<file path="config.mk">
export PLATFORM = sky130hd
export DESIGN_NAME = mem_access_stage
export DESIGN_NICKNAME = d
export VERILOG_FILES = /design/src/rtl/mem_access_stage.sv
export SDC_FILE = /design/constraint.sdc
export NUM_CORES = 1
export LEC_CHECK = 0
export BUFFER_PORTS_ARGS = -buffer_cell sky130_fd_sc_hd__clkbuf_2
export CORE_UTILIZATION = 50
export DETAILED_ROUTE_END_ITERATION = 6
export GPL_ROUTABILITY_DRIVEN = 0
export PLACE_DENSITY = 0.8
export RECOVER_POWER = 25
export REMOVE_ABC_BUFFERS = 1
export SLEW_MARGIN = 10
export SYNTH_ARGS = -nofsm -noshare
export SYNTH_HDL_FRONTEND = slang
export SYNTH_SLANG_ARGS = --single-unit
</file>
<file path="constraint.sdc">
create_clock -name clk -period 2.54 [get_ports clk]
set_input_delay 0.508 -clock clk [delete_from_list [all_inputs] [get_ports clk]]
set_output_delay 0.508 -clock clk [all_outputs]
set_load 0.005 [all_outputs]
</file>
<file path="src/rtl/mem_access_stage.sv">
// rtl/mem_access_stage.sv - MIPS memory stage: dmem handshake, big-endian align, exceptions, writeback
module mem_access_stage #(
  parameter int ACK_TIMEOUT = 255,
  parameter int CNT_W       = 8
) (
  input  logic        clk,
  input  logic        rst_n,
  input  logic        ex_valid,
  output logic        ex_ready,
  input  logic [31:0] ex_alu_result,
  input  logic        ex_alu_overflow,
  input  logic        ex_mem_read,
  input  logic        ex_mem_write,
  input  logic [1:0]  ex_mem_size,
  input  logic        ex_mem_signed,
  input  logic [31:0] ex_store_data,
  input  logic        ex_reg_write,
  input  logic [4:0]  ex_reg_dest,
  output logic        dmem_req,
  output logic        dmem_we,
  output logic [31:0] dmem_addr,
  output logic [3:0]  dmem_be,
  output logic [31:0] dmem_wdata,
  input  logic        dmem_ack,
  input  logic [31:0] dmem_rdata,
  output logic        wb_valid,
  output logic        wb_reg_write,
  output logic [4:0]  wb_reg_dest,
  output logic [31:0] wb_data,
  output logic        exc_overflow,
  output logic        exc_misaligned,
  output logic        exc_bus
);

  typedef enum logic [0:0] {IDLE, WAIT_ACK} state_t;

  // ACK_TIMEOUT of 0 yields an all-ones LAST_CNT, but TIMEOUT_EN masks it off.
  localparam bit               TIMEOUT_EN = (ACK_TIMEOUT != 0);
  localparam logic [CNT_W-1:0] LAST_CNT   = CNT_W'(ACK_TIMEOUT - 1);

  state_t            r_state;
  state_t            w_next;
  logic [CNT_W-1:0]  r_cnt;
  logic              r_is_read;
  logic [1:0]        r_size;
  logic [1:0]        r_off;
  logic              r_signed;
  logic              r_reg_write;
  logic [4:0]        r_reg_dest;
  logic [31:0]       r_addr;

  logic        w_accept;
  logic        w_is_mem;
  logic        w_misaligned;
  logic        w_exc;
  logic        w_start_mem;
  logic        w_timeout;
  logic        w_we;
  logic [1:0]  w_off;
  logic [3:0]  w_be;
  logic [31:0] w_wdata;
  logic [7:0]  w_byte;
  logic [15:0] w_half;
  logic [31:0] w_load_data;

  assign ex_ready     = (r_state == IDLE);
  assign dmem_req     = (r_state == WAIT_ACK);
  assign w_accept     = ex_valid & ex_ready;
  assign w_off        = ex_alu_result[1:0];
  assign w_is_mem     = ex_mem_read | ex_mem_write;
  // Size 3 is treated as a word, so any size with bit 1 set needs word alignment.
  assign w_misaligned = w_is_mem & (((ex_mem_size == 2'd1) & w_off[0]) |
                                    (ex_mem_size[1] & (w_off != 2'b00)));
  assign w_exc        = ex_alu_overflow | w_misaligned;
  assign w_start_mem  = w_accept & w_is_mem & ~w_exc;
  // A read wins when both read and write are requested.
  assign w_we         = ex_mem_write & ~ex_mem_read;
  // Ack in the last allowed cycle takes priority over the abort.
  assign w_timeout    = TIMEOUT_EN & (r_state == WAIT_ACK) & ~dmem_ack & (r_cnt == LAST_CNT);

  // State register
  always_ff @(posedge clk) begin
    if (!rst_n) r_state <= IDLE;
    else        r_state <= w_next;
  end

  // Next-state: leave IDLE only for a legal memory op, return on ack or timeout
  always_comb begin
    w_next = r_state;
    case (r_state)
      IDLE:     if (w_start_mem) w_next = WAIT_ACK;
      WAIT_ACK: if (dmem_ack || w_timeout) w_next = IDLE;
      default:  w_next = IDLE;
    endcase
  end

  // Store lane placement, big-endian: byte lane 3 holds the lowest address
  always_comb begin
    w_be    = 4'b1111;
    w_wdata = 32'h0;
    if (w_we) begin
      case (ex_mem_size)
        2'd0: begin
          w_wdata = {4{ex_store_data[7:0]}};
          w_be    = 4'b1000 >> w_off;
        end
        2'd1: begin
          w_wdata = {2{ex_store_data[15:0]}};
          w_be    = w_off[1] ? 4'b0011 : 4'b1100;
        end
        default: w_wdata = ex_store_data;
      endcase
    end
  end

  // Load extraction and sign/zero extension from the word returned this cycle
  always_comb begin
    case (r_off)
      2'd0:    w_byte = dmem_rdata[31:24];
      2'd1:    w_byte = dmem_rdata[23:16];
      2'd2:    w_byte = dmem_rdata[15:8];
      default: w_byte = dmem_rdata[7:0];
    endcase
    w_half = r_off[1] ? dmem_rdata[15:0] : dmem_rdata[31:16];
    case (r_size)
      2'd0:    w_load_data = {{24{r_signed & w_byte[7]}}, w_byte};
      2'd1:    w_load_data = {{16{r_signed & w_half[15]}}, w_half};
      default: w_load_data = dmem_rdata;
    endcase
  end

  // Request capture, timeout counting and the registered writeback bundle
  always_ff @(posedge clk) begin
    if (!rst_n) begin
      r_cnt          <= '0;
      r_is_read      <= 1'b0;
      r_size         <= 2'd0;
      r_off          <= 2'd0;
      r_signed       <= 1'b0;
      r_reg_write    <= 1'b0;
      r_reg_dest     <= 5'd0;
      r_addr         <= 32'h0;
      dmem_we        <= 1'b0;
      dmem_addr      <= 32'h0;
      dmem_be        <= 4'h0;
      dmem_wdata     <= 32'h0;
      wb_valid       <= 1'b0;
      wb_reg_write   <= 1'b0;
      wb_reg_dest    <= 5'd0;
      wb_data        <= 32'h0;
      exc_overflow   <= 1'b0;
      exc_misaligned <= 1'b0;
      exc_bus        <= 1'b0;
    end else begin
      wb_valid       <= 1'b0;
      wb_reg_write   <= 1'b0;
      exc_overflow   <= 1'b0;
      exc_misaligned <= 1'b0;
      exc_bus        <= 1'b0;
      if (w_accept) begin
        r_cnt <= '0;
        if (w_start_mem) begin
          dmem_we     <= w_we;
          dmem_addr   <= {ex_alu_result[31:2], 2'b00};
          dmem_be     <= w_be;
          dmem_wdata  <= w_wdata;
          r_is_read   <= ex_mem_read;
          r_size      <= ex_mem_size;
          r_off       <= w_off;
          r_signed    <= ex_mem_signed;
          r_reg_write <= ex_reg_write;
          r_reg_dest  <= ex_reg_dest;
          r_addr      <= ex_alu_result;
        end else begin
          wb_valid       <= 1'b1;
          wb_data        <= ex_alu_result;
          wb_reg_dest    <= ex_reg_dest;
          wb_reg_write   <= ex_reg_write & ~w_exc;
          exc_overflow   <= ex_alu_overflow;
          exc_misaligned <= ~ex_alu_overflow & w_misaligned;
        end
      end else if (r_state == WAIT_ACK) begin
        if (dmem_ack) begin
          wb_valid     <= 1'b1;
          wb_reg_dest  <= r_reg_dest;
          wb_data      <= r_is_read ? w_load_data : r_addr;
          wb_reg_write <= r_is_read & r_reg_write;
        end else if (w_timeout) begin
          wb_valid    <= 1'b1;
          wb_reg_dest <= r_reg_dest;
          wb_data     <= r_addr;
          exc_bus     <= 1'b1;
        end else begin
          r_cnt <= r_cnt + 1'b1;
        end
      end
    end
  end

endmodule

</file>
After elaboration in Yosys (flattened, before gate mapping)
Index checks and enable logic that the tools add are counted.

word-level totals
  logic and storage cells = 97
  bits in registers = 162

cells by class
  bitwise gates (word level) = 25
  reductions and logical operators = 13
  shift operators = 1
  add/sub/neg operators = 1
  mux-type cells = 31
  equality and inequality tests = 6

operator list
  kind                   number
  $mux W32               7
  $pmux W32 S2           2
  $mux W5                5
  $pmux W8 S3            1
  $mux W16               1
  $and A1 B1 Y1          14
  $mux W1                11
  $add A8 B1 Y8 const B  1
  $eq A8 B8 Y1 const B   1
  $mux W4                2
  $not A1 Y1             8
  $pmux W4 S2            1
  $eq A2 B1 Y1 const B   3
  $logic_not A2 Y1       3
  $reduce_and A3 Y1      2
  $reduce_bool A2 Y1     2
  $reduce_or A4 Y1       1
  $shr A4 B2 Y4 const A  1
  $or A1 B1 Y1           3
  $reduce_bool A3 Y1     1
  $reduce_or A3 Y1       1
  $eq A2 B2 Y1 const B   1
  $ne A2 B2 Y1 const B   1
  $pmux W1 S2            1
  other kinds (3)        3

Longest topological paths before layout
Gate-level depths: netlist of run 1.

  word-level depth = 9
  depth in mapped cells = 9
  depth with buffers taken out = 7

Least setup slack after synthesis of run 1
OpenSTA, ideal clock, no wires.

  kind = input -> register
  from = in ex_mem_read
  to = reg wb_data[2]
  buffers on the path = 3
  cell stages on the path = 8
  data required time = 2.418 ns
  library setup time = 0.122 ns
  arrival = 1.860 ns
  setup slack = 0.558 ns
  cells stage by stage = buf_2 o21bai_1 and4b_4 or3_1 clkbuf_1 buf_2 a21oi_1 a21oi_1

between the ends
  longest elaborated chain between the ends = 7
  elaborated cells on any way between the ends = 8
  classes of those cells = 1 x eq/ne; 6 x bitwise; 1 x reduce/logical

ends and longest elaborated chain
  what                                    line  source
  start: declaration                      12    input logic ex_mem_read,
  $or A1 B1 Y1 (*)                        70    assign w_is_mem = ex_mem_read | ex_mem_write;
  $and A1 B1 Y1                           72    assign w_misaligned = w_is_mem & (((ex_mem_size == 2'd1) & w_off[0]) |
  $or A1 B1 Y1                            74    assign w_exc = ex_alu_overflow | w_misaligned;
  $not A1 Y1                              75    assign w_start_mem = w_accept & w_is_mem & ~w_exc;
  $and A1 B1 Y1 (*)                       75
  $ne A2 B2 Y1 (no source line) (*)       -
  $reduce_and A3 Y1 (no source line) (*)  -
  end signal: assignment                  176   wb_data <= ex_alu_result;
  end signal: assignment                  186   wb_data <= r_is_read ? w_load_data : r_addr;
  end signal: assignment                  191   wb_data <= r_addr;
  end: declaration                        29    output logic [31:0] wb_data,

Every way passes the cells marked *; elsewhere a longest branch is shown, timed or not.
A chain may end at the register's enable or synchronous reset.

Final worst setup path of run 1
  from = reg r_cnt[1]
  to = reg wb_data[2]

between the ends
  longest elaborated chain between the ends = 4

ends and longest elaborated chain
  what                                 line  source
  start: declaration                   43    logic [CNT_W-1:0] r_cnt;
  start signal: assignment             194   r_cnt <= r_cnt + 1'b1;
  $eq A8 B8 Y1                         79    assign w_timeout = TIMEOUT_EN & (r_state == WAIT_ACK) & ~dmem_ack & (r_cnt == LAST_CNT);
  $and A1 B1 Y1                        79
  $reduce_bool A3 Y1 (no source line)  -
  $reduce_and A3 Y1 (no source line)   -

No other way between the ends.

==> results of run 1 <==
==> registers in the layout, indices dropped and copies added, names as in the netlist, 2 cells and up <==
name / cells
dmem_be: 4
r_addr: 31
dmem_wdata: 32
r_cnt: 8
wb_reg_dest: 5
wb_data: 32
r_size: 2
r_reg_dest: 5
==> path summary, 6_finish.rpt <==
kind,from,endpoint,cells after the start
worst max-delay path,r_cnt[1],wb_data[2],7
worst min-delay path,ex_reg_dest[1],r_reg_dest[1],3
worst max register to register,r_cnt[1],wb_data[2],7
worst min register to register,dmem_wdata[6],dmem_wdata[6],2
==> worst max-delay path, delay by kind of cell, from the launching register on <==
kind            cells  cell delay [ns]
compound gates      3             0.54
buf+inv             1             0.24
fa+ha+maj           1             0.18
simple gates        2             0.53
flops               1             0.40
==> where the power goes <==
| part | switching (mW) | internal (mW) | leakage (nW) | total (mW) |
|---|---|---|---|---|
| sequential | 0.0564 | 2.13 | 1.06 | 2.18 |
| combinational | 0.388 | 0.282 | 2.04 | 0.669 |
| clock | 0.863 | 1.43 | 0.269 | 2.30 |
| total | 1.31 | 3.84 | 3.37 | 5.15 |
==> kinds of logic after synthesis <==
group,count (synthesis)
AOI/OAI and AO/OA,307
DFF,130
adders and majority gates,2
muxes,36
and+or+nand+nor,234
buffers and inverters,109
other,1
xor gates and xnor gates,6
==> routing by layer <==
layer	share of wire [%]	routed length [microns]	up-vias	track usage (%)
met5	0	0	-	0
li1	-	-	3192	-
met1	43	8380	3087	39.4
met3	7.4	1460	57	8.54
met2	46	9020	326	46.2
met4	3.9	771	0	15.5
==> synth_stat cells, types with 4 or more instances <==
| cell type | instances |
|---|---|
| a21oi_1 | 148 |
| dfxtp_1 | 130 |
| nand2_1 | 125 |
| o21ai_0 | 78 |
| nor2_1 | 54 |
| clkbuf_1 | 46 |
| mux2i_1 | 34 |
| buf_4 | 32 |
| a21o_1 | 20 |
| a22oi_1 | 17 |
| buf_2 | 17 |
| nor3_1 | 17 |
| nand3b_1 | 9 |
| a211oi_1 | 8 |
| a22o_1 | 8 |
| a31o_2 | 6 |
| buf_1 | 6 |
| inv_1 | 6 |
| nor2b_1 | 5 |
| o221ai_1 | 5 |
| xor2_1 | 5 |
| nand3_1 | 4 |
==> area by class of cell <==
cell class,count,area [sq um],area share [%]
multi-input cells,587,3270,40.8
flip-flops and latches,130,2600,32.5
repair buffers,251,1340,16.8
clock buffers,25,495,6.20
well taps,172,215,2.69
clock inverters,5,52.6,0.657
inverters,6,22.5,0.282
==> out/results.ini, run 1 <==
[run_status]
run_status = finished, final reports clean

[pwr]
post_layout_power_mw = 5.15
p_leak_nw = 3.37
peakVddDrop_uv = 555
power.density_cell_area_mw_per_mm2 = 644

[layout]
filler_cell_count = 1141
nets_finish = 1107
summed_area_of_non_filler_cells_in_the_final_layout_sq_mm = 0.00800
layout_commonest_cell = clkbuf_2
post-route-util_pct = 63.6
most-common-layout-cells = clkbuf_2 (187), a21oi_1 (148), dfxtp_1 (130)
drive_gt1_share_pct = 25.7
fin_cells = 1176
layout-area-overhead-vs-synth_pct = 24.6
antennaDiodeCount = 0

[synthesis]
synthesis.instances = 825
synth.largest_area_cell = dfxtp_1
library_cells_used_by_synthesis = 53
number_of_synthesized_flops_with_an_enable_pin = 0
synthesis.area_per_instance_sq_um = 7.78
ys_ff_latch = 130
synth_mux_area_share_pct = 5.66
netlist.area_leader.share_pct = 40.6
synthTopCellsByArea = dfxtp_1 (41%), a21oi_1 (12%), nand2_1 (7.3%)
synthesis.yosys.warnings = 0
postSynth.topFlopCell = dfxtp_1
yosysSeqAreaShare_pct = 40.6
asyncSetResetFlopFracSynth_pct = 0
synth_top_family_by_area = compound AO/OA/AOI/OAI gates
post_synth_xor_area_fraction_pct = 0.819
synth-adder-area-share_pct = 0.390
synth-compound-area-share_pct = 27.7
synthSimpleGateAreaFrac_pct = 16.1
post_synth_instance_area_sq_mm = 0.00642

[sta]
hold_viol_final = 0
rsz0062_at_grt = no
timing.hold.ws_ns = 0.322
max_slew_margin_pct = 33.3
layout_setup_ws_ns = 0.522
crit_share_post_route_pct = 79.4
max_freq_ghz = 0.496
timing.final.max_slew_violations = 0
min_period_ns = 2.02
setup_tns_ns = 0
worst_clock_skew_ns = 0.00792
worst-slew-pin-transition_ns = 1.00
setup-violations-final = 0

[clock_network]
cts_root_buf = clkbuf_16
cts.hold.buffers_added = 0
h-tree-depth = 4
worst_skew_pair.late_latency_ns = 0.42
path_clk_slew_ns = 0.05
count_of_instances_resized_after_the_clock_tree_is_built = 0
cts_tree = yes
numCtsBuffers = 17
clkSinkCount = 130
cts_post_setup_buffers_inserted = 0
cts.path.max_buffers = 2

[route]
detail_route.wirelength_mm = 19.6
avgRoutedWirePerCell_microns = 16.7
route.vias.total = 6662
detailedRoute.firstIterationViolations = 580
drtAntennaViolNets = 0
detail_route.vias_per_cell = 5.66
remaining_drc_errors = 0
drt_pass_1_iters = 5

[setup_path]
crit_slowest_cell = or3_1
critical_path_arrival_ns = 2.32
critical-path-top-cell-by-count = a21oi_1
crit_path_max_incr_delay_ns = 0.44
worst-endpoint-required_ns = 2.84
crit_fanout = 21
setup.worst_path.class = flop to flop
timing.critical_path.to_type = flop
critical_path.startpoint_type = flop
crit_path_cell_trace = ha_1 > nand3_1 > o21a_1 > or3_1 > buf_4 > a21oi_1 > a21oi_1
regToRegSetupSlack_ns = 0.52

[global_routing]
grt_start_max_net_pins = 67
first_global_vias = 6180
number_of_antenna_violations_at_the_first_check_in_global_routing = 0
grt_usage_pct = 30.4
grt_first_pass_wirelength_mm = 31.1
overflow = 0

[place]
placed_area_sq_mm = 0.00750
hpwl_mm = 13.7
place.port_buffers = 222
dp_cells = 1146
post-place-ws_ns = 0.406

[die]
die_area_sq_mm = 0.0133
core.rowCount = 41
chipHeight_microns = 115
effective_utilization_at_floorplan_pct = 51.1
placeable_core_region_sq_mm = 0.0126
chipWidth_microns = 115
io-pin-count = 225

[min_path]
min_path_type = input pin to flop

[job]
cap_viol_max_count = 0

(Power assumes the default switching activity.)
==> run 2: changes to the inputs <==
- clock period: 2.54 -> 1.9 ns (I/O delays scaled with it)
==> out/results.ini, run 2 (same netlist as run 1, synthesis figures left out) <==
[sta]
setup-violations-final = 0
crit_share_post_route_pct = 97.9
max_freq_ghz = 0.538
layout_setup_ws_ns = 0.0396
rsz0062_at_grt = yes
worst_clock_skew_ns = 0.00754
max_slew_margin_pct = 61.0
min_period_ns = 1.86
worst-slew-pin-transition_ns = 0.586
hold_viol_final = 0
timing.final.max_slew_violations = 0

[layout]
antennaDiodeCount = 0
layout_commonest_cell = clkbuf_2
layout_top_registers = dmem_wdata: 32 flops, wb_data: 32 flops, r_addr: 31 flops
drive_gt1_share_pct = 31.7
most-common-layout-cells = clkbuf_2 (222), a21oi_1 (147), dfxtp_1 (128)
layout-area-overhead-vs-synth_pct = 29.3
nets_finish = 1129

[die]
chipWidth_microns = 115
placeable_core_region_sq_mm = 0.0126
die_area_sq_mm = 0.0133
effective_utilization_at_floorplan_pct = 51.1
core.rowCount = 41
chipHeight_microns = 115
io-pin-count = 225

[route]
detail_route.vias_per_cell = 5.68
route.vias.total = 6814
detail_route.wirelength_mm = 20.6
detailedRoute.firstIterationViolations = 617
drt_pass_1_iters = 7
remaining_drc_errors = 0
avgRoutedWirePerCell_microns = 17.1
drtAntennaViolNets = 0

[setup_path]
regToRegSetupSlack_ns = 0.04
critical_path.startpoint_type = flop
reg2reg_from = r_cnt[3]
crit_path_max_incr_delay_ns = 0.38
top_cell_family_by_delay_on_the_critical_path = compound AO/OA/AOI/OAI gates
critical_path_arrival_ns = 2.21
crit_slowest_cell = dfxtp_1
r2r_cells = 8
path_buf_inv = 3
setup.worst_path.class = flop to flop
worst-endpoint-required_ns = 2.25
timing.critical_path.to_type = flop
critical_path.reg2reg.endpoint = wb_data[10]
critical-path-top-cell-by-count = buf_4
crit_path_cell_trace = nand4_1 > o21a_2 > buf_4 > nor3_4 > buf_4 > clkbuf_16 > o21ai_0 > a21oi_1
crit_fanout = 21

[clock_network]
cts.path.max_buffers = 2
cts.hold.buffers_added = 0
clkSinkCount = 130
worst_skew_pair.late_latency_ns = 0.42
path_clk_slew_ns = 0.06
h-tree-depth = 4
cts_tree = yes
cts_root_buf = clkbuf_16
numCtsBuffers = 17

[place]
post-place-ws_ns = -0.0777
place.port_buffers = 222
hpwl_mm = 14.2

[pwr]
p_leak_nw = 3.63
peakVddDrop_uv = 641
power.density_cell_area_mw_per_mm2 = 859
post_layout_power_mw = 7.13

[min_path]
min-delay-start = ex_alu_result[16]
min_path_type = input pin to flop
hold_end = r_addr[16]
hold-path-cell-count = 3

[global_routing]
grt_first_pass_wirelength_mm = 31.6
number_of_antenna_violations_at_the_first_check_in_global_routing = 0
overflow = 0
first_global_vias = 6260
grt_usage_pct = 30.8
grt_start_max_net_pins = 44

[run_status]
run_status = finished, final reports clean

[job]
cap_viol_max_count = 0

run 2: cell count changes in the layout (fill, tap and decap cells not counted), sizes merged:
cell	delta
clkbuf	-2
clkinv	+2
clkinvlp	+2
buf	+21
bufinv	+1
run 2: through the flow:
stage	instances	TNS, ns	util (%)	hold slack, ns	instance area, sq um
finish	1200	0	66.0	0.194	8300
global route	1200	-0.126	66.0	0.189	8300
CTS	1196	0	65.4	0.184	8210
detailed placement	1164	-1.26	60.7	0.446	7630
global placement	1164	-0.00430	60.7	0.438	7630
floorplan	723	-294.93	-	0.436	5880
run 2: report_power, final:
part,switching [mW],leakage (nW),internal (mW)
clock,1.22,0.282,2.02
sequential,0.0750,1.06,2.84
combinational,0.549,2.29,0.421
run 2: what timing repair did:
item / CTS / global route
gates resized for setup: 0 / 11
endpoints found under the hold margin: 0 / 0
endpoints found under the setup margin: 0 / 35
setup buffers: 0 / 3
run 2: how the worst max path moves through the flow:
stage | from | end | slack (ns) | cells after the start
CTS | r_addr[1] | wb_data[30] | 0.03 | 5
detailed placement | ex_mem_read | wb_data[31] | -0.08 | 7
global route | r_cnt[3] | wb_data[18] | -0.03 | 8
finish | r_cnt[3] | wb_data[10] | 0.04 | 8
floorplan | ex_valid | dmem_wdata[10] | -3.16 | 5
global placement | ex_mem_read | wb_data[20] | -0.004 | 7
run 2: cell type report:
type	count	area, sq um
Fill cell	1088	4270
Multi-Input combinational cell	587	3290
Sequential cell	130	2610
Timing Repair Buffer	273	1580
Clock buffer	22	474
Tap cell	172	215
Clock inverter	10	108
Inverter	6	22.5
run 2: layer usage:
metal	part of all wire, %	track usage [%]	vias to the layer above
met2	46	47.8	351
li1	-	-	3248
met3	7.2	6.59	59
met5	0	0	-
met1	43	39.7	3156
met4	4.3	17.2	0
run 2: worst reg2reg max path: stages (launching register included):
cell	delay, ns
dfxtp_1	0.38
nand4_1	0.17
o21a_2	0.29
buf_4	0.15
nor3_4	0.19
buf_4	0.16
clkbuf_16	0.19
o21ai_0	0.12
a21oi_1	0.14
